$ cat config.mk
export PLATFORM = sky130hd
export DESIGN_NAME = seq_code_tx_flat
export DESIGN_NICKNAME = d
export VERILOG_FILES = /design/src/rtl/seq_code_tx_if.sv /design/src/rtl/seq_code_tx.sv /design/src/flat_wrapper.sv
export SDC_FILE = /design/constraint.sdc
export NUM_CORES = 1
export LEC_CHECK = 0
export ABC_CLOCK_PERIOD_IN_PS = 3100
export CAP_MARGIN = 40
export CORE_MARGIN = 2
export CORE_UTILIZATION = 45
export CTS_BUF_LIST = sky130_fd_sc_hd__clkbuf_4
export DETAILED_ROUTE_END_ITERATION = 10
export GPL_ROUTABILITY_DRIVEN = 0
export PLACE_DENSITY = 0.67
export SETUP_SLACK_MARGIN = 0.4
export SLEW_MARGIN = 20
export SYNTH_ARGS = -nofsm -noshare
export SYNTH_HDL_FRONTEND = slang
export SYNTH_SLANG_ARGS = --single-unit
$ cat constraint.sdc
create_clock -name clk -period 3.1 [get_ports clk]
set_input_delay 0.62 -clock clk [delete_from_list [all_inputs] [get_ports clk]]
set_output_delay 0.62 -clock clk [all_outputs]
set_load 0.01 [all_outputs]
$ cat src/rtl/seq_code_tx_if.sv
// seq_code_tx_if
//   Bundles the request/result and lock-side signals of the serial code
//   transmitter.
//   master : controlling logic / lock model side (drives start, code,
//            lock_in, alarm_in; observes seq_out, busy, done, ok)
//   slave  : the transmitter itself
//   Signals:
//     start    request strobe, sampled only while the transmitter is idle
//     code     parallel code word, latched when start is accepted
//     lock_in  lock_sys response from the lock
//     alarm_in alarm response from the lock
//     seq_out  serial bit to the lock's seq_in
//     busy     high whenever the transmitter is not idle
//     done     one-cycle completion pulse
//     ok       pass/fail result, valid with done and held until next start
interface seq_code_tx_if #(
  parameter int CODE_W = 4
);
  logic              start;
  logic [CODE_W-1:0] code;
  logic              lock_in;
  logic              alarm_in;
  logic              seq_out;
  logic              busy;
  logic              done;
  logic              ok;

  modport master (
    output start, code, lock_in, alarm_in,
    input  seq_out, busy, done, ok
  );

  modport slave (
    input  start, code, lock_in, alarm_in,
    output seq_out, busy, done, ok
  );
endinterface

$ cat src/rtl/seq_code_tx.sv
// seq_code_tx
//   Serial code transmitter feeding a sequence-detecting lock. On an accepted
//   start it latches a code word and shifts it out MSB-first, one bit per
//   clock, then watches the lock's responses. A failed attempt (alarm or
//   response-window timeout) is retried after an idle gap, up to MAX_TRY
//   attempts in total. A single done pulse reports the pass/fail result.
//   Ports:
//     clk  system clock, rising edge
//     rst  asynchronous active-high reset
//     tx   seq_code_tx_if.slave (start/code in, lock_in/alarm_in in,
//          seq_out/busy/done/ok out, all outputs registered)
module seq_code_tx #(
  parameter int   CODE_W   = 4,
  parameter int   RESP_WIN = 3,
  parameter int   GAP      = 2,
  parameter int   MAX_TRY  = 3,
  parameter logic IDLE_BIT = 1'b1
) (
  input  logic          clk,
  input  logic          rst,
  seq_code_tx_if.slave  tx
);

  localparam logic [2:0] S_IDLE = 3'd0;
  localparam logic [2:0] S_SEND = 3'd1;
  localparam logic [2:0] S_WAIT = 3'd2;
  localparam logic [2:0] S_GAP  = 3'd3;
  localparam logic [2:0] S_DONE = 3'd4;

  localparam int BW = (CODE_W   > 1) ? $clog2(CODE_W)   : 1;
  localparam int WW = (RESP_WIN > 1) ? $clog2(RESP_WIN) : 1;
  localparam int GW = (GAP      > 1) ? $clog2(GAP)      : 1;
  localparam int TW = $clog2(MAX_TRY) + 1;

  localparam logic [BW-1:0] BIT_LAST = BW'(CODE_W - 1);
  localparam logic [WW-1:0] WIN_LAST = WW'(RESP_WIN - 1);
  localparam logic [GW-1:0] GAP_LAST = GW'(GAP - 1);
  localparam logic [TW-1:0] TRY_LAST = TW'(MAX_TRY - 1);

  logic [2:0]        state_q,     state_d;
  logic [CODE_W-1:0] code_r_q,    code_r_d;
  logic [BW-1:0]     bit_idx_q,   bit_idx_d;
  logic [WW-1:0]     win_cnt_q,   win_cnt_d;
  logic [GW-1:0]     gap_cnt_q,   gap_cnt_d;
  logic [TW-1:0]     try_cnt_q,   try_cnt_d;
  logic              ok_q,        ok_d;
  logic              seq_out_q,   seq_out_d;
  logic              busy_q,      busy_d;
  logic              done_q,      done_d;
  logic              lock_last_q, lock_last_d;
  logic              alarm_last_q, alarm_last_d;

  logic last_bit;
  logic lock_hit;
  logic alarm_hit;

  // The lock is Mealy and may answer during the final bit. That answer is
  // captured here and judged together with the first WAIT cycle, so both
  // feed the same decision edge; at all other times these flops clear.
  assign last_bit     = (state_q == S_SEND) && (bit_idx_q == '0);
  assign lock_last_d  = last_bit & tx.lock_in;
  assign alarm_last_d = last_bit & tx.alarm_in;

  // Only meaningful in WAIT; the *_last_q terms are non-zero only in the
  // first WAIT cycle.
  assign lock_hit  = lock_last_q  | tx.lock_in;
  assign alarm_hit = alarm_last_q | tx.alarm_in;

  always_comb begin
    state_d   = state_q;
    code_r_d  = code_r_q;
    bit_idx_d = bit_idx_q;
    win_cnt_d = win_cnt_q;
    gap_cnt_d = gap_cnt_q;
    try_cnt_d = try_cnt_q;
    ok_d      = ok_q;

    case (state_q)
      S_IDLE: begin
        if (tx.start) begin
          code_r_d  = tx.code;
          try_cnt_d = '0;
          ok_d      = 1'b0;
          bit_idx_d = BIT_LAST;
          state_d   = S_SEND;
        end
      end

      S_SEND: begin
        if (bit_idx_q == '0) begin
          win_cnt_d = '0;
          state_d   = S_WAIT;
        end else begin
          bit_idx_d = bit_idx_q - 1'b1;
        end
      end

      S_WAIT: begin
        if (lock_hit) begin
          // lock wins over a simultaneous alarm
          ok_d    = 1'b1;
          state_d = S_DONE;
        end else if (alarm_hit || (win_cnt_q == WIN_LAST)) begin
          if (try_cnt_q < TRY_LAST) begin
            try_cnt_d = try_cnt_q + 1'b1;
            gap_cnt_d = '0;
            state_d   = S_GAP;
          end else begin
            ok_d    = 1'b0;
            state_d = S_DONE;
          end
        end else begin
          win_cnt_d = win_cnt_q + 1'b1;
        end
      end

      S_GAP: begin
        if (gap_cnt_q == GAP_LAST) begin
          bit_idx_d = BIT_LAST;
          state_d   = S_SEND;
        end else begin
          gap_cnt_d = gap_cnt_q + 1'b1;
        end
      end

      S_DONE: begin
        state_d = S_IDLE;
      end

      default: begin
        state_d = S_IDLE;
      end
    endcase
  end

  // Outputs are registered from the next state so they line up with it.
  always_comb begin
    seq_out_d = IDLE_BIT;
    if (state_d == S_SEND) begin
      seq_out_d = code_r_d[bit_idx_d];
    end
    busy_d = (state_d != S_IDLE);
    done_d = (state_d == S_DONE);
  end

  always_ff @(posedge clk or posedge rst) begin
    if (rst) begin
      state_q      <= S_IDLE;
      code_r_q     <= '0;
      bit_idx_q    <= '0;
      win_cnt_q    <= '0;
      gap_cnt_q    <= '0;
      try_cnt_q    <= '0;
      ok_q         <= 1'b0;
      seq_out_q    <= IDLE_BIT;
      busy_q       <= 1'b0;
      done_q       <= 1'b0;
      lock_last_q  <= 1'b0;
      alarm_last_q <= 1'b0;
    end else begin
      state_q      <= state_d;
      code_r_q     <= code_r_d;
      bit_idx_q    <= bit_idx_d;
      win_cnt_q    <= win_cnt_d;
      gap_cnt_q    <= gap_cnt_d;
      try_cnt_q    <= try_cnt_d;
      ok_q         <= ok_d;
      seq_out_q    <= seq_out_d;
      busy_q       <= busy_d;
      done_q       <= done_d;
      lock_last_q  <= lock_last_d;
      alarm_last_q <= alarm_last_d;
    end
  end

  assign tx.seq_out = seq_out_q;
  assign tx.busy    = busy_q;
  assign tx.done    = done_q;
  assign tx.ok      = ok_q;

endmodule

$ cat src/flat_wrapper.sv
// flat-port wrapper written by rule: the top's interface ports become plain ports
module seq_code_tx_flat 
#(
  parameter int   CODE_W   = 4,
  parameter int   RESP_WIN = 3,
  parameter int   GAP      = 2,
  parameter int   MAX_TRY  = 3,
  parameter logic IDLE_BIT = 1'b1
)
  (clk, rst, tx_start, tx_code, tx_lock_in, tx_alarm_in, tx_seq_out, tx_busy, tx_done, tx_ok);
  seq_code_tx_if #(.CODE_W(CODE_W)) tx_i ();
  input  logic clk;
  input  logic rst;
  input wire logic [$bits(tx_i.start)-1:0] tx_start;
  input wire logic [$bits(tx_i.code)-1:0] tx_code;
  input wire logic [$bits(tx_i.lock_in)-1:0] tx_lock_in;
  input wire logic [$bits(tx_i.alarm_in)-1:0] tx_alarm_in;
  output wire logic [$bits(tx_i.seq_out)-1:0] tx_seq_out;
  output wire logic [$bits(tx_i.busy)-1:0] tx_busy;
  output wire logic [$bits(tx_i.done)-1:0] tx_done;
  output wire logic [$bits(tx_i.ok)-1:0] tx_ok;
  assign tx_i.start = tx_start;
  assign tx_i.code = tx_code;
  assign tx_i.lock_in = tx_lock_in;
  assign tx_i.alarm_in = tx_alarm_in;
  assign tx_seq_out = tx_i.seq_out;
  assign tx_busy = tx_i.busy;
  assign tx_done = tx_i.done;
  assign tx_ok = tx_i.ok;
  seq_code_tx #(.CODE_W(CODE_W), .RESP_WIN(RESP_WIN), .GAP(GAP), .MAX_TRY(MAX_TRY), .IDLE_BIT(IDLE_BIT)) u_core (.clk(clk), .rst(rst), .tx(tx_i));
endmodule
Yosys cells after proc, flatten, opt, wreduce, memory -nomap -nowiden
Cells that the tools add are included.
- word-level logic and storage cells: 83
- bits in registers: 21
- output and inout bits: 4
- $lt $le $gt $ge: 2
- bitwise operators: 4
- muxes and demuxes: 35
- reduce and logical (&&, ||, !) cells: 12
- eq/ne operators: 14
- $add $sub $neg: 4
- operators with widths (operator ; number):
    $mux 3 ; 10
    $mux 2 ; 6
    $pmux 3 s4 ; 1
    $reduce_and 4->1 ; 3
    $mux 1 ; 10
    $mux 4 ; 2
    $ne 2x2->1 const B ; 4
    $eq 3x1->1 const B ; 2
    $eq 3x2->1 const B ; 2
    $pmux 2 s3 ; 1
    $pmux 3 s2 ; 1
    $reduce_bool 2->1 ; 3
    $reduce_and 5->1 ; 1
    $ne 2x1->1 const B ; 2
    $pmux 1 s2 ; 2
    $pmux 2 s2 ; 1
    $add 3x1->3 const B ; 1
    $eq 3x3->1 const B ; 1
    $logic_not 3->1 ; 1
    $lt 2x3->1 const B ; 1
    $lt 3x2->1 const B ; 1
    $ne 3x1->1 const B ; 1
    $ne 3x2->1 const B ; 1
    $reduce_bool 3->1 ; 1
    10 further kinds ; 12

Depth between registers and ports, before layout
Gate-level depths: netlist (run 1).
- depth after elaboration: 7
- mapped depth: 7

Worst setup path before layout (run 1)
No wires, ideal clock.
- kind: input to register
- from: in tx_alarm_in
- to: reg u_core.seq_out_q, in the netlist u_core.tx.seq_out
- arrival: 1.595 ns
- slack: 1.429 ns
- library setup time: 0.076 ns
- data required time: 3.024 ns
- stages: 5
- path buffers: 0
- cell sequence: or3_4 nand4_1 o211ai_2 and3b_1 a22oi_2
- cells in the longest elaborated chain, start to end: 7
- ends and longest elaborated chain (item ; line ; source):
    start, declared ; flat_wrapper.sv:17 ; input wire logic [$bits(tx_i.alarm_in)-1:0] tx_alarm_in;
    $or 1x1->1 ; seq_code_tx.sv:67 ; assign alarm_hit = alarm_last_q | tx.alarm_in;
    $logic_or 1x1->1 ; seq_code_tx.sv:103 ; end else if (alarm_hit || (win_cnt_q == WIN_LAST)) begin
    $mux 3 ; seq_code_tx.sv:103 ;
    $mux 3 ; seq_code_tx.sv:99 ; if (lock_hit) begin
    $pmux 3 s4 ; seq_code_tx.sv:78 ; case (state_q)
    net u_core.state_d[0] ; seq_code_tx.sv:40 ; logic [2:0] state_q, state_d;
    $eq 3x1->1 ; seq_code_tx.sv:139 ; if (state_d == S_SEND) begin
    $mux 1 ; seq_code_tx.sv:139 ;
    net u_core.seq_out_d ; seq_code_tx.sv:47 ; logic seq_out_q, seq_out_d;
    end signal, assigned ; seq_code_tx.sv:168 ; seq_out_q <= seq_out_d;
    end, declared ; seq_code_tx.sv:47 ;
The timed path passes the listed nets, and every way through them passes these cells.
A chain may end at the register's enable or synchronous reset.

Worst setup path after layout (run 1)
- from: in tx_start
- to: reg u_core.seq_out_q, in the netlist u_core.tx.seq_out
- cells in the longest elaborated chain, start to end: 5
- elaborated cells between the ends (all ways): 10
- classes of those cells: 1 x eq/ne; 9 x mux
- ends and longest elaborated chain (item ; line ; source):
    start, declared ; flat_wrapper.sv:14 ; input wire logic [$bits(tx_i.start)-1:0] tx_start;
    $mux 4 ; seq_code_tx.sv:80 ; if (tx.start) begin
    $mux 4 ; seq_code_tx.sv:78 ;
    net u_core.code_r_d[2] ; seq_code_tx.sv:41 ; logic [CODE_W-1:0] code_r_q, code_r_d;
    $bmux 1 s2 ; seq_code_tx.sv:140 ; seq_out_d = code_r_d[bit_idx_d];
    $mux 1 (not written as such) ; seq_code_tx.sv:140 ;
    $mux 1 ; seq_code_tx.sv:139 ;
    net u_core.seq_out_d ; seq_code_tx.sv:47 ;
The timed path passes the listed nets, and every way through them passes these cells. The select of a mux whose other input is x is not followed.

==> results of run 1 <==
[cell families (layout without fill, tap and decap cells)]
logic type	count (synthesis)	count (layout)	synth area share (%)
flops	21	21	49.4
simple gates	47	47	24.7
buf+inv	10	23	4.81
mux	2	2	1.88
compound gates	26	26	16.9
fa+ha+maj	2	2	2.34
[cell usage in the layout (no fill, tap or decap), types with 3 or more instances in the layout]
master / count
nand2_1: 20
dfrtp_1: 20
nand3_1: 3
and3_2: 3
o21ai_0: 9
inv_1: 6
clkbuf_4: 3
clkdlybuf4s50_1: 12
a21oi_1: 6
nor2_1: 8
[cells in the mapped netlist, types with 2 or more instances]
cell / n / area, µm²
a21oi_1: 6 / 30.0
and3_2: 3 / 22.5
buf_2: 2 / 10.0
dfrtp_1: 20 / 500
ha_1: 2 / 25.0
inv_1: 6 / 22.5
mux2i_1: 2 / 20.0
nand2_1: 20 / 75.1
nand2b_1: 2 / 12.5
nand3_1: 3 / 15.0
nor2_1: 8 / 30.0
o21ai_0: 9 / 45.0
o22ai_1: 2 / 12.5
[cell type report]
type                    instances  share of cell area (%)
clock buffers                   3                    1.82
clock inverters                 1                   0.405
inverters                       6                    1.82
multi-input cells              77                    39.6
flip-flops and latches         21                    42.6
well taps                      28                    2.83
repair buffers                 13                    10.9
[worst min path at each step]
stage	startpoint	endpoint	slack, ns	depth (start not counted)
after floorplan	u_core.code_r_q[1]	u_core.code_r_q[1]	0.44	2
after global placement	u_core.code_r_q[0]	u_core.code_r_q[0]	0.46	2
after detailed placement	u_core.code_r_q[0]	u_core.code_r_q[0]	0.46	2
after CTS	u_core.code_r_q[0]	u_core.code_r_q[0]	0.49	2
after global routing	rst	u_core.try_cnt_q[0]	0.44	2
final	rst	u_core.try_cnt_q[0]	0.46	2
[sequential cells by signal (all words and copies together) (netlist names)]
register             count
u_core.lock_last_q       1
u_core.try_cnt_q         3
u_core.gap_cnt_q         1
u_core.tx.busy           1
u_core.tx.ok             1
u_core.alarm_last_q      1
u_core.win_cnt_q         2
u_core.bit_idx_q         2
u_core.state_q           3
u_core.tx.seq_out        1
u_core.tx.done           1
u_core.code_r_q          4
[power groups by stage]
stage | Sequential (mW) | Clock (mW) | Combinational (mW)
4_1_cts | 0.468 | 0.134 | 0.469
3_5_place_dp | 0.474 | 0 | 0.464
5_1_grt | 0.487 | 0.149 | 0.525
3_3_place_gp | 0.471 | 0 | 0.458
6_report | 0.470 | 0.131 | 0.464
2_1_floorplan | 0.437 | 0 | 0.395
[stage by stage]
stage                     instance area [µm²]  worst slack [ns]  hold slack [ns]  power, mW  utilization (%)
after floorplan                          1070              1.43            0.440      0.832                -
after global placement                   1190             0.797            0.460      0.929             53.4
after detailed placement                 1190             0.782            0.462      0.938             53.4
after CTS                                1220              1.06            0.489       1.07             54.7
after global routing                     1240             0.994            0.440       1.16             55.4
final                                    1240              1.06            0.462       1.07             55.4
[per-layer routing]
metal  GRT usage (%)  part of all wire, %
met3            2.86                  2.8
met2            23.1                   44
met1            23.5                   53
met4            6.41                 0.64
met5               0                    0
==> summary.txt, run 1 <==
Crit path required time -> 3.33 ns
Vias per cell -> 5.37
Worst Skew -> 0.00875 ns
Kind of critical path -> in -> reg
RSZ-0062 raised after global routing -> no
Yosys reg bits -> 21
Die area -> 2780 µm²
Buf+Inv Stages, Crit Path -> 1
Yosys cell types -> 36
CP top delay family -> simple AND/OR/NAND/NOR gates
Die Height -> 52.7 µm
Root buf cell -> clkbuf_4
Ys async rst share -> 100%
Port bufs -> 12
Area delta synth->final -> 15.8%
Final wirelength -> 1.87 mm
Sequential fraction of the synthesis area -> 49.4%
Cell Chain, Critical Path -> clkdlybuf4s50_1 -> or4b_1 -> nand2_1 -> nand2_1 -> mux2i_1 -> a22oi_2
Worst-Margin Slew -> 0.406 ns
CP Capture Point -> u_core.tx.seq_out
# nets final -> 133
Post-CTS sizing -> 0
Htree depth -> 1
Gate count after technology mapping -> 108
Register area -> 527 µm²
Fmax -> 491 MHz
Pwr Density -> 862 nW/µm²
Post-synth EDFFs -> 0
Post-synth top flop -> dfrtp_1
Hold crit path type -> in -> async
Post-CTS Setup Bufs -> 0
Reg2reg setup slack -> 1.25 ns
CTS buffer count -> 3
Final setup viols -> 0
Clk_lat worst skew -> 0.30 ns
Logic pwr share -> 43.5%
Tcrit/Tclk final -> 65.7%
Final std cells w/o fill -> 149
Ports -> 13
CTS max path bufs -> 2
CTS tree -> yes
Remaining Overflow, GRT -> 0
Row cnt -> 17
Clock-pin slew on the worst setup and hold paths -> 0.11 ns
R2r startpoint -> u_core.state_q[2]
Crit start category -> input pin
# placed instances -> 144
Clock power share -> 12.3%
Syn nets -> 119
Reg2reg path depth -> 5
Crit. End Element -> register
Synth Warn # -> 0
Final setup TNS -> 0 ns
Crit. Startpoint -> tx_start
First-pass iteration count of the detailed router -> 4
Sw power -> 415 µW
Routed Antenna Nets -> 0
First-pass GRT wire length -> 3.25 mm
Residual DRC -> 0
Int Power -> 650 µW
Most used cell, CP -> nand2_1
Sequential share of power -> 44.1%
Worst R2R End -> u_core.tx.seq_out
Slowest cell on crit path -> or4b_1
Syn Area/Cell -> 9.88 µm²
CTS Sinks -> 21
P_leak -> 0.573 nW
Fin crit period -> 2.04 ns
Peak VDD IR -> 0.523 mV
Die width -> 52.7 µm
Via Count -> 800
Final HPWL DP -> 1.31 mm
Crit-path max FO -> 8
Slew Limit Headroom -> 72.9%
Pin count of the biggest net entering global routing -> 22
Multi-input gate area -> 489 µm²
Layout cells sized above 1 -> 12.4%
Initial core utilization -> 47.8%
Hold buffer count at CTS -> 0
# Max-Cap Violations -> 0
Core area -> 2230 µm²
Wire per inst -> 12.5 µm
Antenna cell count -> 0
Fin. Hold Viols -> 0
Sw Share -> 38.9%
Slowest stage delay, CP -> 0.62 ns
Filler Cell Count -> 203
Vias in the first global route -> 720
Worst path depth -> 6
Slew Limit Fails -> 0
Status -> finished, final reports clean
WP data arrival -> 2.27 ns
GRT Util Overall -> 16.0%
Initial antenna violation count -> 0
Starting DRT DRC Count -> 27
Synth Cell Area -> 1070 µm²
No activity file was read; power rests on OpenSTA's default activity.
==> run 2, diff against run 1 <==
--- a/config.mk
+++ b/config.mk
@@ -5,7 +5,7 @@
 export SDC_FILE = /design/constraint.sdc
 export NUM_CORES = 1
 export LEC_CHECK = 0
-export ABC_CLOCK_PERIOD_IN_PS = 3100
+export ABC_CLOCK_PERIOD_IN_PS = 1990
 export CAP_MARGIN = 40
 export CORE_MARGIN = 2
 export CORE_UTILIZATION = 45
==> constraint.sdc (replaced) <==
create_clock -name clk -period 1.99 [get_ports clk]
set_input_delay 0.398 -clock clk [delete_from_list [all_inputs] [get_ports clk]]
set_output_delay 0.398 -clock clk [all_outputs]
set_load 0.01 [all_outputs]
==> run 2 against run 1 <==
Sequential power grew 47%. Worst hold slack lost 0.044 ns. Non-clock buffer count grew 19. Via count grew 9.6%. Combinational power grew 120%. First-iteration DRC count shrank 19%. Critical path depth grew 1. Clock power grew 53%. Total power grew 80%. Die area is the same. Utilization grew 7.5 points.
==> summary.txt, run 2 (synthesis results as in run 1) <==
Final core utilization -> 62.8%
Biggest regs -> u_core.code_r_q x4, u_core.state_q x3, u_core.try_cnt_q x3
Hold crit path type -> in -> async
Status -> finished, final reports clean
Pwr Density -> 1370 nW/µm²
R2r startpoint -> u_core.win_cnt_q[0]
Fmax -> 623 MHz
RSZ-0062 raised after global routing -> yes
Antenna cell count -> 0
Pin count of the biggest net entering global routing -> 22
Slew Limit Headroom -> 77.4%
Peak VDD IR -> 0.748 mV
Final hold slack -> 0.417 ns
Kind of critical path -> reg -> reg
Final instance area -> 1400 µm²
Commonest cells after routing, fill and taps aside -> nand2_1, buf_4, dfrtp_1
Final setup viols -> 0
Area delta synth->final -> 31.4%
Post-Place Setup Slack -> -0.0801 ns
Wire per inst -> 12.7 µm
Root buf cell -> clkbuf_4
Die Height -> 52.7 µm
CTS Sinks -> 21
Vias per cell -> 5.22
Final HPWL DP -> 1.57 mm
Initial antenna violation count -> 0
# placed instances -> 156
Crit path required time -> 2.23 ns
Filler Cell Count -> 186
Starting DRT DRC Count -> 22
Crit-path max FO -> 4
Worst-Margin Slew -> 0.337 ns
Ports -> 13
First-pass iteration count of the detailed router -> 4
Residual DRC -> 0
# Max-Cap Violations -> 0
Layout cells sized above 1 -> 31.4%
Final std cells w/o fill -> 168
Worst Skew -> 0.00397 ns
# nets final -> 152
Fin crit period -> 1.61 ns
Clk_lat worst skew -> 0.30 ns
Largest register FFs -> 4
Clock-pin slew on the worst setup and hold paths -> 0.11 ns
CTS tree -> yes
Port bufs -> 12
Core area -> 2230 µm²
WP data arrival -> 1.84 ns
Tcrit/Tclk final -> 80.7%
Crit start category -> register
Routed Antenna Nets -> 0
Initial core utilization -> 47.8%
Die area -> 2780 µm²
Hold buffer count at CTS -> 0
CTS buffer count -> 3
Die width -> 52.7 µm
Htree depth -> 1
Most flop-heavy register -> u_core.code_r_q
Power Total -> 1.92 mW
Row cnt -> 17
Reg2reg setup slack -> 0.38 ns
Reg2reg path depth -> 7
Cell area after placement -> 1280 µm²
Fin. Hold Viols -> 0
CTS max path bufs -> 2
Slew Limit Fails -> 0
Final setup TNS -> 0 ns
Remaining Overflow, GRT -> 0
Via Count -> 877
Crit. End Element -> register
First-pass GRT wire length -> 3.64 mm
P_leak -> 0.694 nW
GRT Util Overall -> 18.3%
Final wirelength -> 2.14 mm
Vias in the first global route -> 859
Setup WS post-layout -> 0.384 ns
Worst R2R End -> u_core.tx.seq_out
==> run 2: changes by cell type in the layout (fill, tap and decap cells not counted), sizes merged <==
cell           change
dlygate4sd2        +3
dlymetal6s2s       +2
clkdlybuf4s50      -5
buf               +19
==> run 2: how the worst max path moves through the flow <==
stage / from / to / slack (ns)
3_3_place_gp: tx_start / u_core.tx.seq_out / -0.02
4_1_cts: u_core.win_cnt_q[0] / u_core.tx.seq_out / 0.39
6_report: u_core.win_cnt_q[0] / u_core.tx.seq_out / 0.38
2_1_floorplan: u_core.win_cnt_q[0] / u_core.tx.seq_out / 0.41
5_1_grt: u_core.win_cnt_q[0] / u_core.tx.seq_out / 0.27
3_5_place_dp: tx_start / u_core.tx.seq_out / -0.08
==> run 2: critical path: stages (launching register included) <==
cell      delay [ns]
dfrtp_1         0.38
inv_1           0.06
ha_2            0.18
or3_4           0.33
nand4_1         0.12
o211ai_2        0.13
and3b_1         0.19
a22oi_2         0.15
==> run 2: area by class of cell <==
| class | instances | area, µm² | area share [%] |
|---|---|---|---|
| clock buffer | 3 | 22.5 | 1.61 |
| clock inverter | 1 | 5.00 | 0.357 |
| inverter | 6 | 22.5 | 1.61 |
| multi-input combinational | 77 | 512 | 36.5 |
| sequential | 21 | 531 | 37.8 |
| tap | 28 | 35.0 | 2.50 |
| timing repair buffer | 32 | 275 | 19.6 |
==> run 2: routing by layer <==
metal	vias up	share of wire [%]	GRT usage (%)	wire [µm]
li1	441	-	-	-
met1	411	49	23.8	1050
met2	19	46	29.8	986
met3	6	2.4	3.14	51
met4	0	2.2	8.12	48
met5	-	0	0	0
==> run 2: repair_timing <==
item                       CTS  global route
pin swaps                    6             5
hold endpoints to repair     0             0
setup endpoints to repair   11            11
buffers inserted             5             3
gates resized for setup      9             9
==> run 2: power breakdown <==
group | leakage (nW) | internal (mW) | switching [mW]
registers | 0.262 | 0.585 | 0.104
logic | 0.414 | 0.539 | 0.488
clock network | 0.0177 | 0.0750 | 0.126
==> run 3, diff against run 2 <==
--- a/config.mk
+++ b/config.mk
@@ -5,14 +5,14 @@
 export SDC_FILE = /design/constraint.sdc
 export NUM_CORES = 1
 export LEC_CHECK = 0
-export ABC_CLOCK_PERIOD_IN_PS = 1990
+export ABC_CLOCK_PERIOD_IN_PS = 1300
 export CAP_MARGIN = 40
 export CORE_MARGIN = 2
 export CORE_UTILIZATION = 45
 export CTS_BUF_LIST = sky130_fd_sc_hd__clkbuf_4
 export DETAILED_ROUTE_END_ITERATION = 10
 export GPL_ROUTABILITY_DRIVEN = 0
-export PLACE_DENSITY = 0.67
+export PLACE_DENSITY = 0.69
 export SETUP_SLACK_MARGIN = 0.4
 export SLEW_MARGIN = 20
 export SYNTH_ARGS = -nofsm -noshare
==> constraint.sdc (replaced) <==
create_clock -name clk -period 1.3 [get_ports clk]
set_input_delay 0.26 -clock clk [delete_from_list [all_inputs] [get_ports clk]]
set_output_delay 0.26 -clock clk [all_outputs]
set_load 0.01 [all_outputs]
==> run 3 against run 2 <==
The flow now finishes with violations (negative setup slack). Critical endpoint unchanged. Cell count rose by 10%. Cell area increased by 20%. Clock power is 66% higher. Largest power group unchanged. Largest cell class is now multi-input combinational cells. Setup slack got worse by 0.65 ns. Non-clock buffer count rose by 17. Combinational power rose by 120%. Critical path depth down 2. Maximum frequency is 2.4% higher.
==> summary.txt, run 3 (synthesis results as in run 1) <==
Status -> complete, but fails checks
Violated checks -> negative setup slack
Slowest cell on crit path -> or4b_4
Slew Limit Headroom -> 80.0%
Commonest cells after routing, fill and taps aside -> buf_4, dfrtp_1, buf_6
Largest register FFs -> 4
Final instance area -> 1680 µm²
Final std cells w/o fill -> 185
Kind of critical path -> reg -> reg
Final wirelength -> 2.74 mm
Cell Chain, Critical Path -> or4b_4 -> nand2_2 -> nand2_2 -> mux2i_1 -> a22oi_2
CTS Sinks -> 21
Via Count -> 971
CTS buffer count -> 3
Crit. End Element -> register
Commonest non-fill, non-tap cell in the layout -> buf_4
Vias in the first global route -> 958
Most flop-heavy register -> u_core.code_r_q
Layout cells sized above 1 -> 53.5%
R2r startpoint -> u_core.state_q[2]
Fmax -> 637 MHz
Hold buffer count at CTS -> 0
Setup WS post-layout -> -0.269 ns
Crit start category -> register
Worst Skew -> 0.00517 ns
Remaining Overflow, GRT -> 0
Peak VDD IR -> 1.54 mV
Row cnt -> 17
Final HPWL DP -> 1.83 mm
Starting DRT DRC Count -> 22
Slew Limit Fails -> 0
Cell area after placement -> 1430 µm²
Crit. Startpoint -> u_core.state_q[2]
CTS max path bufs -> 2
Pwr Density -> 2180 nW/µm²
P_leak -> 0.790 nW
Most used cell, CP -> nand2_2
Crit path required time -> 1.54 ns
Reg2reg setup slack -> -0.27 ns
Antenna cell count -> 0
Post-Place Setup Slack -> -0.590 ns
Clock-pin slew on the worst setup and hold paths -> 0.11 ns
First-pass GRT wire length -> 4.35 mm
Vias per cell -> 5.25
Pin count of the biggest net entering global routing -> 12
Die area -> 2780 µm²
Routed Antenna Nets -> 0
CTS tree -> yes
Core area -> 2230 µm²
# placed instances -> 173
GRT Util Overall -> 22.1%
Worst-Margin Slew -> 0.299 ns
Ports -> 13
Residual DRC -> 0
# nets final -> 169
Port bufs -> 12
Htree depth -> 1
Hold crit path type -> in -> async
Die Height -> 52.7 µm
Initial antenna violation count -> 0
Worst R2R End -> u_core.tx.seq_out
Final hold slack -> 0.164 ns
Crit-path max FO -> 7
First-pass iteration count of the detailed router -> 4
WP data arrival -> 1.81 ns
RSZ-0062 raised after global routing -> yes
CP top delay family -> simple AND/OR/NAND/NOR gates
Biggest regs -> u_core.code_r_q x4, u_core.state_q x3, u_core.try_cnt_q x3
# Max-Cap Violations -> 0
Wire per inst -> 14.8 µm
Reg2reg path depth -> 5
Fin. Hold Viols -> 0
Area delta synth->final -> 57.2%
Root buf cell -> clkbuf_4
Clk_lat worst skew -> 0.31 ns
Final setup viols -> 16
Die width -> 52.7 µm
Buf+Inv Stages, Crit Path -> 0
Initial core utilization -> 47.8%
Slowest stage delay, CP -> 0.63 ns
Fin crit period -> 1.57 ns
Tcrit/Tclk final -> 121%
## run 3: per-layer routing
layer  track usage (%)  wire [µm]  vias up
li1                  -          -      477
met1              28.7       1250      468
met2              36.5       1360       21
met3              3.43         80        5
met4              8.97         44        0
met5                 0          0        -
## run 3: repair_timing
| item | 4_1_cts | 5_1_grt |
|---|---|---|
| setup endpoints to repair | 25 | 25 |
| setup buffers | 6 | 2 |
| pin swaps | 17 | 7 |
| gates resized for setup | 50 | 15 |
## run 3: final cells by class
| type | count | area, µm² |
|---|---|---|
| clock buffers | 4 | 30.0 |
| fillers | 157 | 556 |
| inverters | 6 | 22.5 |
| multi-input cells | 77 | 638 |
| flip-flops and latches | 21 | 527 |
| well taps | 28 | 35.0 |
| repair buffers | 49 | 425 |
## run 3: power by group
part / switching [mW] / internal, mW
registers: 0.189 / 0.890
logic: 1.02 / 1.24
clock network: 0.192 / 0.141
total: 1.40 / 2.27
## run 3: how the worst max path moves through the flow
stage                              to  slack, ns  depth (start not counted)
floorplan           u_core.tx.seq_out      -0.27                          7
global placement    u_core.tx.seq_out      -0.56                          6
detailed placement  u_core.tx.seq_out      -0.59                          6
CTS                 u_core.tx.seq_out      -0.30                          7
global route        u_core.tx.seq_out      -0.33                          6
finish              u_core.tx.seq_out      -0.27                          5
## run 3: worst reg2reg max path: cells and delay by family (launching register included)
| kind | cells | cell delay [ns] |
|---|---|---|
| and+or+nand+nor | 3 | 0.81 |
| AOI/OAI and AO/OA | 1 | 0.08 |
| muxes | 1 | 0.20 |
| DFF | 1 | 0.42 |
## run 3: metrics by stage
stage          utilization (%)  setup TNS (ns)  total power [mW]
2_1_floorplan                -          -0.966              2.08
3_3_place_gp              64.1           -6.50              2.67
3_5_place_dp              64.1           -6.71              2.73
4_1_cts                   71.7           -2.18              3.41
5_1_grt                   75.1           -3.21              3.89
6_report                  75.1           -2.43              3.66
